<file path="config.mk">
export PLATFORM = sky130hd
export DESIGN_NAME = mips_run_ctrl
export DESIGN_NICKNAME = d
export VERILOG_FILES = /design/src/rtl/mips_run_ctrl.sv
export SDC_FILE = /design/constraint.sdc
export NUM_CORES = 1
export LEC_CHECK = 0
export CAP_MARGIN = 20
export CORE_MARGIN = 3
export CORE_UTILIZATION = 40
export CTS_CLUSTER_SIZE = 28
export DETAILED_ROUTE_END_ITERATION = 10
export PLACE_DENSITY = 0.81
export SLEW_MARGIN = 10
export SYNTH_ARGS = -nofsm -noshare
export SYNTH_HDL_FRONTEND = slang
export SYNTH_SLANG_ARGS = --single-unit
</file>
<file path="constraint.sdc">
create_clock -name CLK -period 2.3 [get_ports CLK]
set_input_delay 0.46 -clock CLK [delete_from_list [all_inputs] [get_ports CLK]]
set_output_delay 0.46 -clock CLK [all_outputs]
set_load 0.03 [all_outputs]
</file>
<file path="src/rtl/mips_run_ctrl.sv">
// Run controller for the single-cycle MIPS core: program load, rewind, run/step/halt sequencing.
// Optional breakpoint support (bp_en/bp_addr/bp_hit) is compiled in when BREAKPOINT_EN is defined.
module mips_run_ctrl #(
  parameter int unsigned DEPTH = 64,
  parameter int unsigned CW    = 7
) (
  input  logic          CLK,
  input  logic          RST,
  input  logic          load_req,
  input  logic          ld_valid,
  input  logic [31:0]   ld_data,
  input  logic          ld_last,
  output logic          ld_ready,
  input  logic          run,
  input  logic          step,
  input  logic          halt,
  input  logic [31:0]   PC,
  output logic          cpu_ce,
  output logic          cpu_RST,
  output logic          cpu_WE,
  output logic [31:0]   cpu_W_Ins,
  output logic [2:0]    state,
  output logic [CW-1:0] words,
  output logic [31:0]   cycles,
`ifdef BREAKPOINT_EN
  input  logic          bp_en,
  input  logic [31:0]   bp_addr,
  output logic          bp_hit,
`endif
  output logic          end_hit
);

  typedef enum logic [2:0] {
    S_IDLE   = 3'd0,
    S_CLR    = 3'd1,
    S_LOAD   = 3'd2,
    S_REWIND = 3'd3,
    S_READY  = 3'd4,
    S_RUN    = 3'd5,
    S_STEP   = 3'd6,
    S_HALT   = 3'd7
  } state_t;

  state_t      st;
  state_t      st_nxt;
  logic        rw_second;
  logic        accept;
  logic        at_end;
  logic        exec_st;
  logic        exec_ce;
  logic        bp_stop;
  logic [31:0] end_addr;

  assign state    = st;
  assign accept   = ld_valid && ld_ready;
  assign end_addr = 32'({words, 2'b00});
  assign at_end   = (PC == end_addr);
  assign exec_st  = (st == S_RUN) || (st == S_STEP);

`ifdef BREAKPOINT_EN
  logic bp_skip;
  // End of program takes precedence over a breakpoint on the same address
  assign bp_stop = (st == S_RUN) && bp_en && (PC == bp_addr) && !bp_skip && !at_end;
`else
  assign bp_stop = 1'b0;
`endif

  // PC changes every executed cycle, so the execute enable must follow PC combinationally
  assign exec_ce = exec_st && !at_end && !bp_stop;
  assign cpu_ce  = cpu_WE || exec_ce;

  // Next-state decode
  always_comb begin
    st_nxt = st;
    case (st)
      S_IDLE:   if (load_req) st_nxt = S_CLR;
      S_CLR:    st_nxt = S_LOAD;
      S_LOAD:   if (accept && (ld_last || (words == CW'(DEPTH - 1)))) st_nxt = S_REWIND;
      S_REWIND: if (rw_second) st_nxt = S_READY;
      S_READY, S_HALT: begin
        if (load_req)  st_nxt = S_CLR;
        else if (halt) st_nxt = st;
        else if (run)  st_nxt = S_RUN;
        else if (step) st_nxt = S_STEP;
      end
      S_RUN:    if (halt || at_end || bp_stop) st_nxt = S_HALT;
      S_STEP:   st_nxt = S_HALT;
      default:  st_nxt = S_IDLE;
    endcase
  end

  // State register and registered outputs
  always_ff @(posedge CLK or negedge RST) begin
    if (!RST) begin
      st        <= S_IDLE;
      rw_second <= 1'b0;
      ld_ready  <= 1'b0;
      cpu_RST   <= 1'b0;
      cpu_WE    <= 1'b0;
      cpu_W_Ins <= 32'd0;
      words     <= '0;
      cycles    <= 32'd0;
      end_hit   <= 1'b0;
    end else begin
      st        <= st_nxt;
      rw_second <= (st == S_REWIND) && !rw_second;
      ld_ready  <= (st_nxt == S_LOAD);
      cpu_RST   <= !((st_nxt == S_IDLE) || (st_nxt == S_CLR) || (st_nxt == S_REWIND));
      cpu_WE    <= accept;
      if (accept) cpu_W_Ins <= ld_data;

      if (st_nxt == S_CLR) words <= '0;
      else if (accept)     words <= words + CW'(1);

      if (st == S_REWIND)                  cycles <= 32'd0;
      else if (exec_ce && (cycles != '1)) cycles <= cycles + 32'd1;

      if (st_nxt == S_CLR)         end_hit <= 1'b0;
      else if (exec_st && at_end) end_hit <= 1'b1;
    end
  end

`ifdef BREAKPOINT_EN
  // A run resumed from HALT steps past the breakpoint it stopped on
  always_ff @(posedge CLK or negedge RST) begin
    if (!RST) begin
      bp_skip <= 1'b0;
      bp_hit  <= 1'b0;
    end else begin
      bp_skip <= (st == S_HALT) && (st_nxt == S_RUN);
      if ((st_nxt != st) && ((st_nxt == S_RUN) || (st_nxt == S_STEP) || (st_nxt == S_CLR)))
        bp_hit <= 1'b0;
      else if (bp_stop)
        bp_hit <= 1'b1;
    end
  end
`endif

endmodule

</file>
==> results of run 1 <==
layer usage:
layer / part of all wire / track usage
met3: 0.096 / 0.08083
met5: 0.0011 / 0
met4: 0.012 / 0.06383
met2: 0.50 / 0.3670
met1: 0.39 / 0.2580
worst max-delay path, stage by stage:
cell and delay, ns:
sky130_fd_sc_hd__clkbuf_2 0.09, sky130_fd_sc_hd__nor4_2 0.28, sky130_fd_sc_hd__nand4_1 0.17, sky130_fd_sc_hd__or4_4 0.53, sky130_fd_sc_hd__o21ai_4 0.18, sky130_fd_sc_hd__nand2b_4 0.06
sky130_fd_sc_hd__buf_6 0.13
power by group:
group          switching (mW)  leakage (nW)  internal, mW
Sequential              0.226          1.02          1.78
Clock                   0.520         0.119         0.747
Combinational            1.76          1.41          1.40
Total                    2.51          2.55          3.92
logic make-up (layout without fill, tap and decap cells):
group           count (synthesis)  count (layout)
fa+ha+maj                       2               2
buf+inv                        24             217
mux                            36              36
simple gates                  148             148
flops                          79              79
xor+xnor                       13              13
other cells                     0               2
compound gates                 76              76
timing repair:
action                     CTS  global route
gates cloned                 0             0
setup endpoints to repair   33            25
pin swaps                   14             7
setup buffers                4             0
resized for setup           77            17
per-stage QoR:
step           cells  worst slack [ns]  utilization  hold slack, ns  TNS [ns]
2_1_floorplan    378           0.01260            -          0.1644         0
3_3_place_gp     681           -0.8003       0.6230          0.4751    -14.29
3_5_place_dp     681           -0.9255       0.6230          0.4790    -19.45
4_1_cts          700          -0.08304       0.6526         0.09936  -0.08304
5_1_grt          702           -0.1477       0.6546          0.1109   -0.2057
6_report         702          -0.06150       0.6546         0.08216  -0.06150
registers in the layout (all words and copies together), names as in the netlist:
| name | cells |
|---|---|
| rw_second | 1 |
| words | 7 |
| cycles | 32 |
| cpu_RST | 1 |
| cpu_WE | 1 |
| state | 3 |
| end_hit | 1 |
| ld_ready | 1 |
| cpu_W_Ins | 32 |
final cells by class:
cell class	instances	area share
Tap cell	129	0.02607
Inverter	7	0.004243
Multi-Input combinational cell	275	0.3201
Timing Repair Buffer	195	0.2900
Antenna cell	2	0.0008082
Clock inverter	5	0.01718
Sequential cell	79	0.3195
Clock buffer	10	0.02223
worst min-delay path by stage:
stage	start	endpoint	slack [ns]	cells past startpoint
after floorplan	RST	cpu_RST	0.16	0
final	RST	cycles[10]	0.08	1
after global placement	RST	cycles[10]	0.48	1
after CTS	RST	cycles[19]	0.1	1
after global routing	RST	cycles[19]	0.11	1
after detailed placement	RST	cycles[10]	0.48	1
cells in the final DEF, fill, tap and decap left out, types with 4 or more instances in the layout:
master	instances
sky130_fd_sc_hd__clkdlybuf4s50_1	120
sky130_fd_sc_hd__dfrtp_1	78
sky130_fd_sc_hd__buf_4	44
sky130_fd_sc_hd__mux2_2	32
sky130_fd_sc_hd__nand2_1	28
sky130_fd_sc_hd__a21oi_1	22
sky130_fd_sc_hd__nor2_1	19
sky130_fd_sc_hd__o21ai_0	18
sky130_fd_sc_hd__nand4_1	17
sky130_fd_sc_hd__or3_1	15
sky130_fd_sc_hd__nand3_1	13
sky130_fd_sc_hd__clkbuf_8	10
sky130_fd_sc_hd__buf_2	9
sky130_fd_sc_hd__or4_1	8
sky130_fd_sc_hd__dlygate4sd2_1	8
sky130_fd_sc_hd__and2_1	7
sky130_fd_sc_hd__inv_1	7
sky130_fd_sc_hd__xor2_1	7
sky130_fd_sc_hd__o31ai_1	7
sky130_fd_sc_hd__and4_1	6
sky130_fd_sc_hd__and3_1	6
sky130_fd_sc_hd__clkdlybuf4s15_1	6
sky130_fd_sc_hd__o211ai_1	5
sky130_fd_sc_hd__o21ai_2	5
sky130_fd_sc_hd__nor4_2	4
sky130_fd_sc_hd__nor4_4	4
sky130_fd_sc_hd__xnor2_1	4
sky130_fd_sc_hd__mux2i_1	4
sky130_fd_sc_hd__a21oi_2	4
==> report_table.html, run 1 <==
<table>
<tr><th>Metric</th><th>Value</th></tr>
<tr><th colspan="2">Power and ir drop</th></tr>
<tr><td>Power Density</td><td>1038 mW/mm²</td></tr>
<tr><td>Leak pwr</td><td>2.546 nW</td></tr>
<tr><td>Post-route total power</td><td>6.427 mW</td></tr>
<tr><td>Maximum resistive drop on vdd</td><td>0.8778 mV</td></tr>
<tr><th colspan="2">Timing</th></tr>
<tr><td>Period Utilization, post-route</td><td>1.027</td></tr>
<tr><td>RSZ-0062 raised after global routing</td><td>true</td></tr>
<tr><td>Count of final max-slew check failures</td><td>0</td></tr>
<tr><td>Measured slew at the worst slew-check pin</td><td>0.5165 ns</td></tr>
<tr><td>Clock period minus worst slack</td><td>2.362 ns</td></tr>
<tr><td>Final number of setup-violating endpoints</td><td>1</td></tr>
<tr><td>Slew Limit Headroom</td><td>0.6467</td></tr>
<tr><td>Final hold vios</td><td>0</td></tr>
<tr><td>Setup WS post-layout</td><td>-0.06150 ns</td></tr>
<tr><td>Worst clock skew on the final layout</td><td>0.008208 ns</td></tr>
<tr><td>Highest clock frequency the design can meet</td><td>0.4235 GHz</td></tr>
<tr><th colspan="2">Critical path</th></tr>
<tr><td>Cell count of the worst reg-to-reg path</td><td>8</td></tr>
<tr><td>Worst flop-to-flop path startpoint</td><td>words[4]</td></tr>
<tr><td>Maximum fanout encountered on the critical timing path</td><td>2</td></tr>
<tr><td>Critical register-to-register path endpoint</td><td>cycles[6]</td></tr>
<tr><td>Worst setup path endpoint</td><td>cpu_ce</td></tr>
<tr><td>Worst Setup Path Type</td><td>in2out</td></tr>
<tr><td>Type of origin of the critical path</td><td>input port</td></tr>
<tr><td>Crit end category</td><td>primary output</td></tr>
<tr><td>Register-to-register setup slack</td><td>0.12 ns</td></tr>
<tr><td>Worst endpoint data arrival time</td><td>1.90 ns</td></tr>
<tr><td>Crit. Startpoint</td><td>PC[27]</td></tr>
<tr><td>Required time of the critical path</td><td>1.84 ns</td></tr>
<tr><th colspan="2">GRT</th></tr>
<tr><td>Number of antenna violations at the first check in global routing</td><td>3</td></tr>
<tr><td>Overflow left after global routing</td><td>0</td></tr>
<tr><td>Combined global-route utilization of all metal layers</td><td>0.2170</td></tr>
<tr><td>Largest net degree at the start of global routing</td><td>45</td></tr>
<tr><td>Global-route wire length before repair</td><td>19.66 mm</td></tr>
<tr><td>Via count of the first global-routing pass</td><td>3926</td></tr>
<tr><th colspan="2">Final layout</th></tr>
<tr><td>Synthesis-to-finish area growth</td><td>55.29%</td></tr>
<tr><td>Multi-input logic area</td><td>0.001982 mm²</td></tr>
<tr><td>Fill count</td><td>744</td></tr>
<tr><td>Fraction of final layout cells sized beyond drive strength 1</td><td>0.2399</td></tr>
<tr><td>Finished Cell Area</td><td>0.006192 mm²</td></tr>
<tr><td>Storage element area</td><td>0.001978 mm²</td></tr>
<tr><td>Net count, final</td><td>641</td></tr>
<tr><th colspan="2">Synthesis</th></tr>
<tr><td>Flop and latch count out of synthesis</td><td>79</td></tr>
<tr><td>Average instance area after synthesis</td><td>10.55 µm²</td></tr>
<tr><td>Cells taking the most area after synthesis</td><td>sky130_fd_sc_hd__dfrtp_1 (50%), sky130_fd_sc_hd__mux2_2 (9.0%), sky130_fd_sc_hd__a21oi_1 (2.8%)</td></tr>
<tr><td>Area share of the largest cell type after synthesis</td><td>0.4958</td></tr>
<tr><td>Proportion of synthesized flip-flops having asynchronous set or reset</td><td>1.000</td></tr>
<tr><td>Share of synthesized area spent on multiplexers</td><td>0.1004</td></tr>
<tr><td>Post-synth EDFFs</td><td>0</td></tr>
<tr><td>Most instantiated cells after synthesis</td><td>sky130_fd_sc_hd__dfrtp_1 (79), sky130_fd_sc_hd__mux2_2 (32), sky130_fd_sc_hd__nand2_1 (28)</td></tr>
<tr><td>Main synth FF type</td><td>sky130_fd_sc_hd__dfrtp_1</td></tr>
<tr><td>Leading cell type by number of instances after synthesis</td><td>sky130_fd_sc_hd__dfrtp_1</td></tr>
<tr><td>Post-synth cell types</td><td>51</td></tr>
<tr><td>Simple-gate portion of the synthesized area</td><td>0.2134</td></tr>
<tr><td>Adder and majority cell fraction of the synthesized area</td><td>0.006275</td></tr>
<tr><td>Post-Synth XOR/XNOR Area</td><td>0.02855</td></tr>
<tr><td>Count of mapped cells out of synthesis</td><td>378</td></tr>
<tr><td>Synthesized netlist net count</td><td>452</td></tr>
<tr><td>Sequential area share after synthesis</td><td>0.4958</td></tr>
<tr><td>Dominant combinational cell family by area after synthesis</td><td>simple AND/OR/NAND/NOR gates</td></tr>
<tr><td>Post-Synthesis Cell Area</td><td>0.003988 mm²</td></tr>
<tr><td>Share of the synthesized area in compound gates (AO/OA/AOI/OAI)</td><td>0.1252</td></tr>
<tr><td>Post-synthesis cell type with the largest combined area</td><td>sky130_fd_sc_hd__dfrtp_1</td></tr>
<tr><td>Total number of yosys warnings</td><td>0</td></tr>
<tr><th colspan="2">Outcome</th></tr>
<tr><td>Result of the run</td><td>finished with violations</td></tr>
<tr><td>Violations in the final reports</td><td>negative setup slack</td></tr>
<tr><th colspan="2">CTS</th></tr>
<tr><td>Count of H-tree levels built during CTS</td><td>3</td></tr>
<tr><td>TritonCTS Buffers</td><td>9</td></tr>
<tr><td>Sinks on Clock Net</td><td>79</td></tr>
<tr><td>Clock Root Buffer</td><td>sky130_fd_sc_hd__clkbuf_8</td></tr>
<tr><td>Clock Latency Late Sink</td><td>0.35 ns</td></tr>
<tr><td>Longest Clk Path Bufs</td><td>2</td></tr>
<tr><td>Clock edge transition at the registers on the reported setup and hold paths</td><td>0.08 ns</td></tr>
<tr><td>CTS hold repair buffers</td><td>0</td></tr>
<tr><td>TritonCTS clock tree</td><td>done</td></tr>
<tr><th colspan="2">Placed design</th></tr>
<tr><td>Placed cell areas</td><td>0.005893 mm²</td></tr>
<tr><td>Total half-perimeter wirelength after legalization and detailed placement</td><td>8.876 mm</td></tr>
<tr><td>Routability cong.</td><td>0.8274</td></tr>
<tr><td>Port Buffer Count</td><td>150</td></tr>
<tr><th colspan="2">Min path</th></tr>
<tr><td>Type of the worst min-delay path</td><td>in2async</td></tr>
<tr><th colspan="2">Die</th></tr>
<tr><td>Die boundary width</td><td>105.8 µm</td></tr>
<tr><td>Core area</td><td>0.009459 mm²</td></tr>
<tr><td>Vert. Die Dim</td><td>105.8 µm</td></tr>
<tr><td>Number of placement rows</td><td>35</td></tr>
<tr><td>Initial core utilization</td><td>0.4216</td></tr>
<tr><td>Top-Level Pins</td><td>151</td></tr>
<tr><td>Overall die area</td><td>0.01120 mm²</td></tr>
<tr><th colspan="2">Detailed routing</th></tr>
<tr><td>Via total after detailed routing</td><td>3806</td></tr>
<tr><td>Average wire per standard cell</td><td>17.07 µm</td></tr>
<tr><td>First DRT Iteration DRCs</td><td>162</td></tr>
<tr><td>WL final</td><td>11.98 mm</td></tr>
<tr><td>Remaining antenna violation count after routing</td><td>0</td></tr>
<tr><td>DR vias/cell</td><td>5.422</td></tr>
<tr><td>Count of TritonRoute iterations in the first routing pass</td><td>5</td></tr>
<tr><td>DRC Markers</td><td>0</td></tr>
<tr><th colspan="2">Run</th></tr>
<tr><td>Max Cap Viol</td><td>0</td></tr>
</table>
No activity file was read; power rests on OpenSTA's default activity.
==> inputs of run 2 (changes only) <==
--- a/config.mk
+++ b/config.mk
@@ -12,2 +12,3 @@
 export DETAILED_ROUTE_END_ITERATION = 10
+export GPL_ROUTABILITY_DRIVEN = 0
 export PLACE_DENSITY = 0.81
==> constraint.sdc (replaced) <==
create_clock -name CLK -period 2.3 [get_ports CLK]
set_input_delay 0.345 -clock CLK [delete_from_list [all_inputs] [get_ports CLK]]
set_output_delay 0.345 -clock CLK [all_outputs]
set_load 0.03 [all_outputs]
==> report_table.html, run 2 (same netlist as run 1, synthesis figures left out) <==
<table>
<tr><th>Metric</th><th>Value</th></tr>
<tr><th colspan="2">Final layout</th></tr>
<tr><td>Net count, final</td><td>637 (-0.62%)</td></tr>
<tr><td>Most common library cell in the layout ignoring fill and taps</td><td>sky130_fd_sc_hd__clkdlybuf4s50_1</td></tr>
<tr><td># diodes</td><td>0 (-2)</td></tr>
<tr><td>Fill count</td><td>786 (+5.6%)</td></tr>
<tr><td>Commonest non-fill, non-tap cells in the layout</td><td>sky130_fd_sc_hd__clkdlybuf4s50_1 (128), sky130_fd_sc_hd__dfrtp_1 (79), sky130_fd_sc_hd__buf_4 (42), sky130_fd_sc_hd__mux2_2 (32), sky130_fd_sc_hd__nand2_1 (28)</td></tr>
<tr><td>Leading registers by flop count</td><td>cpu_W_Ins: 32 flops, cycles: 32 flops, words: 7 flops</td></tr>
<tr><td>Fraction of final layout cells sized beyond drive strength 1</td><td>0.2165 (-0.02338)</td></tr>
<tr><td>Synthesis-to-finish area growth</td><td>53.12%</td></tr>
<tr><th colspan="2">Placed design</th></tr>
<tr><td>Worst slack after detailed placement</td><td>-0.7261 ns (+0.1994 ns)</td></tr>
<tr><td>Total half-perimeter wirelength after legalization and detailed placement</td><td>9.029 mm (+1.7%)</td></tr>
<tr><td>Port Buffer Count</td><td>150 (unchanged)</td></tr>
<tr><th colspan="2">Die</th></tr>
<tr><td>Number of placement rows</td><td>35 (unchanged)</td></tr>
<tr><td>Top-Level Pins</td><td>151 (unchanged)</td></tr>
<tr><td>Overall die area</td><td>0.01120 mm² (unchanged)</td></tr>
<tr><td>Die boundary width</td><td>105.8 µm (unchanged)</td></tr>
<tr><td>Vert. Die Dim</td><td>105.8 µm (unchanged)</td></tr>
<tr><td>Initial core utilization</td><td>0.4216 (unchanged)</td></tr>
<tr><td>Core area</td><td>0.009459 mm² (unchanged)</td></tr>
<tr><th colspan="2">CTS</th></tr>
<tr><td>Clock Root Buffer</td><td>sky130_fd_sc_hd__clkbuf_8</td></tr>
<tr><td>Clock edge transition at the registers on the reported setup and hold paths</td><td>0.09 ns (about the same)</td></tr>
<tr><td>Count of H-tree levels built during CTS</td><td>3 (unchanged)</td></tr>
<tr><td>TritonCTS Buffers</td><td>9 (unchanged)</td></tr>
<tr><td>Clock Latency Late Sink</td><td>0.35 ns (about the same)</td></tr>
<tr><td>CTS hold repair buffers</td><td>0 (unchanged)</td></tr>
<tr><td>Sinks on Clock Net</td><td>79 (unchanged)</td></tr>
<tr><td>TritonCTS clock tree</td><td>done</td></tr>
<tr><td>Longest Clk Path Bufs</td><td>2 (unchanged)</td></tr>
<tr><th colspan="2">GRT</th></tr>
<tr><td>Number of antenna violations at the first check in global routing</td><td>0 (-3)</td></tr>
<tr><td>Via count of the first global-routing pass</td><td>4100 (+4.4%)</td></tr>
<tr><td>Largest net degree at the start of global routing</td><td>47 (+4.4%)</td></tr>
<tr><td>Combined global-route utilization of all metal layers</td><td>0.2201 (+0.003046)</td></tr>
<tr><td>Global-route wire length before repair</td><td>19.92 mm (+1.3%)</td></tr>
<tr><td>Overflow left after global routing</td><td>0 (unchanged)</td></tr>
<tr><th colspan="2">Critical path</th></tr>
<tr><td>Register-to-register setup slack</td><td>0.19 ns (+0.07 ns)</td></tr>
<tr><td>Critical register-to-register path endpoint</td><td>words[1]</td></tr>
<tr><td>Required time of the critical path</td><td>1.96 ns (+0.12 ns)</td></tr>
<tr><td>Worst endpoint data arrival time</td><td>1.90 ns (about the same)</td></tr>
<tr><td>Maximum fanout encountered on the critical timing path</td><td>2 (unchanged)</td></tr>
<tr><td>Type of origin of the critical path</td><td>input port</td></tr>
<tr><td>Worst Setup Path Type</td><td>in2out</td></tr>
<tr><td>Cell count of the worst reg-to-reg path</td><td>9 (+1)</td></tr>
<tr><td>Crit end category</td><td>primary output</td></tr>
<tr><td>Worst flop-to-flop path startpoint</td><td>words[0]</td></tr>
<tr><th colspan="2">Timing</th></tr>
<tr><td>Final number of setup-violating endpoints</td><td>0 (-1)</td></tr>
<tr><td>Setup WS post-layout</td><td>0.05271 ns (+0.1142 ns)</td></tr>
<tr><td>Slew Limit Headroom</td><td>0.6108 (-0.03590)</td></tr>
<tr><td>Final hold vios</td><td>10 (+10)</td></tr>
<tr><td>Measured slew at the worst slew-check pin</td><td>0.5784 ns (+0.06187 ns)</td></tr>
<tr><td>Worst hold-check slack</td><td>-0.02007 ns (-0.1022 ns)</td></tr>
<tr><td>Total negative setup slack</td><td>0 ns (+0.06150 ns)</td></tr>
<tr><td>RSZ-0062 raised after global routing</td><td>true</td></tr>
<tr><td>Clock period minus worst slack</td><td>2.247 ns (-0.1142 ns)</td></tr>
<tr><td>Worst clock skew on the final layout</td><td>0.01079 ns (+0.002584 ns)</td></tr>
<tr><td>Count of final max-slew check failures</td><td>0 (unchanged)</td></tr>
<tr><td>Period Utilization, post-route</td><td>0.9771 (-0.04966)</td></tr>
<tr><td>Highest clock frequency the design can meet</td><td>0.4450 GHz (+5.1%)</td></tr>
<tr><th colspan="2">Detailed routing</th></tr>
<tr><td>Count of TritonRoute iterations in the first routing pass</td><td>6 (+1)</td></tr>
<tr><td>Average wire per standard cell</td><td>17.08 µm (about the same)</td></tr>
<tr><td>DRC Markers</td><td>0 (unchanged)</td></tr>
<tr><td>DR vias/cell</td><td>5.446 (+0.45%)</td></tr>
<tr><td>WL final</td><td>11.90 mm (-0.67%)</td></tr>
<tr><td>First DRT Iteration DRCs</td><td>167 (+3.1%)</td></tr>
<tr><td>Remaining antenna violation count after routing</td><td>0 (unchanged)</td></tr>
<tr><td>Via total after detailed routing</td><td>3796 (-0.26%)</td></tr>
<tr><th colspan="2">Power and ir drop</th></tr>
<tr><td>Combinational Power Share</td><td>0.501 (+0.010)</td></tr>
<tr><td>Net Sw Frac</td><td>0.4016 (+0.01171)</td></tr>
<tr><td>Maximum resistive drop on vdd</td><td>0.7626 mV (-13%)</td></tr>
<tr><td>Internal cell power</td><td>3.734 mW (-4.8%)</td></tr>
<tr><td>Net load switching power</td><td>2.506 mW (about the same)</td></tr>
<tr><td>Post-route total power</td><td>6.240 mW (-2.9%)</td></tr>
<tr><td>Power Density</td><td>1022 mW/mm² (-1.5%)</td></tr>
<tr><td>Leak pwr</td><td>2.522 nW (-0.94%)</td></tr>
<tr><td>Part of the total power dissipated in the clock network</td><td>0.179 (-0.018)</td></tr>
<tr><td>Part of the total power dissipated in sequential elements</td><td>0.320 (+0.008)</td></tr>
<tr><th colspan="2">Outcome</th></tr>
<tr><td>Result of the run</td><td>finished with violations</td></tr>
<tr><td>Violations in the final reports</td><td>negative hold slack</td></tr>
<tr><th colspan="2">Run</th></tr>
<tr><td>Max Cap Viol</td><td>0 (unchanged)</td></tr>
<tr><th colspan="2">Min path</th></tr>
<tr><td>Type of the worst min-delay path</td><td>in2async</td></tr>
</table>
-- run 2: per-layer routing --
metal	share of wire	track usage
met1	0.38	0.2502
met2	0.51	0.3811
met3	0.10	0.09124
met4	0.015	0.05920
met5	0	0
-- run 2: layout make-up --
class	instances	area [µm²]	area share
Clock buffer	12	165.2	0.02705
Clock inverter	4	52.55	0.008607
Inverter	7	26.28	0.004303
Multi-Input combinational cell	275	1939	0.3176
Sequential cell	79	1977	0.3238
Tap cell	129	161.4	0.02643
Timing Repair Buffer	191	1784	0.2922
-- run 2: worst max-delay path by stage --
| stage | to | start |
|---|---|---|
| final | cpu_ce | PC[2] |
| after global routing | cpu_ce | words[4] |
| after CTS | cpu_ce | PC[1] |
| after detailed placement | cpu_ce | PC[25] |
| after global placement | cpu_ce | PC[0] |
| after floorplan | cpu_ce | words[0] |
-- run 2: critical path: stages --
cell                              delay (ns)
sky130_fd_sc_hd__clkdlybuf4s50_1        0.42
sky130_fd_sc_hd__xor2_1                 0.18
sky130_fd_sc_hd__or4_4                  0.56
sky130_fd_sc_hd__o21ai_4                0.17
sky130_fd_sc_hd__nand2b_1               0.09
sky130_fd_sc_hd__buf_6                  0.14
-- run 2: timing repair --
| action | CTS | global route |
|---|---|---|
| resized for setup | 28 | 24 |
| setup buffers | 5 | 0 |
| endpoints found under the setup margin | 27 | 30 |
| pin swaps | 9 | 7 |
-- run 2: stage by stage --
step,std cells,utilization,instance area (µm²)
finish,697,0.6455,6106
CTS,698,0.6447,6098
global route,697,0.6455,6106
global placement,677,0.6164,5831
floorplan,378,-,3988
detailed placement,677,0.6164,5831
-- run 2: power groups by stage --
stage               Combinational [mW]  Sequential, mW  Clock (mW)
floorplan                        0.949            2.78           0
global placement                  3.04            1.99           0
detailed placement                3.10            2.02           0
CTS                               3.13            2.00        1.14
global route                      3.33            2.06        1.21
finish                            3.13            2.00        1.12
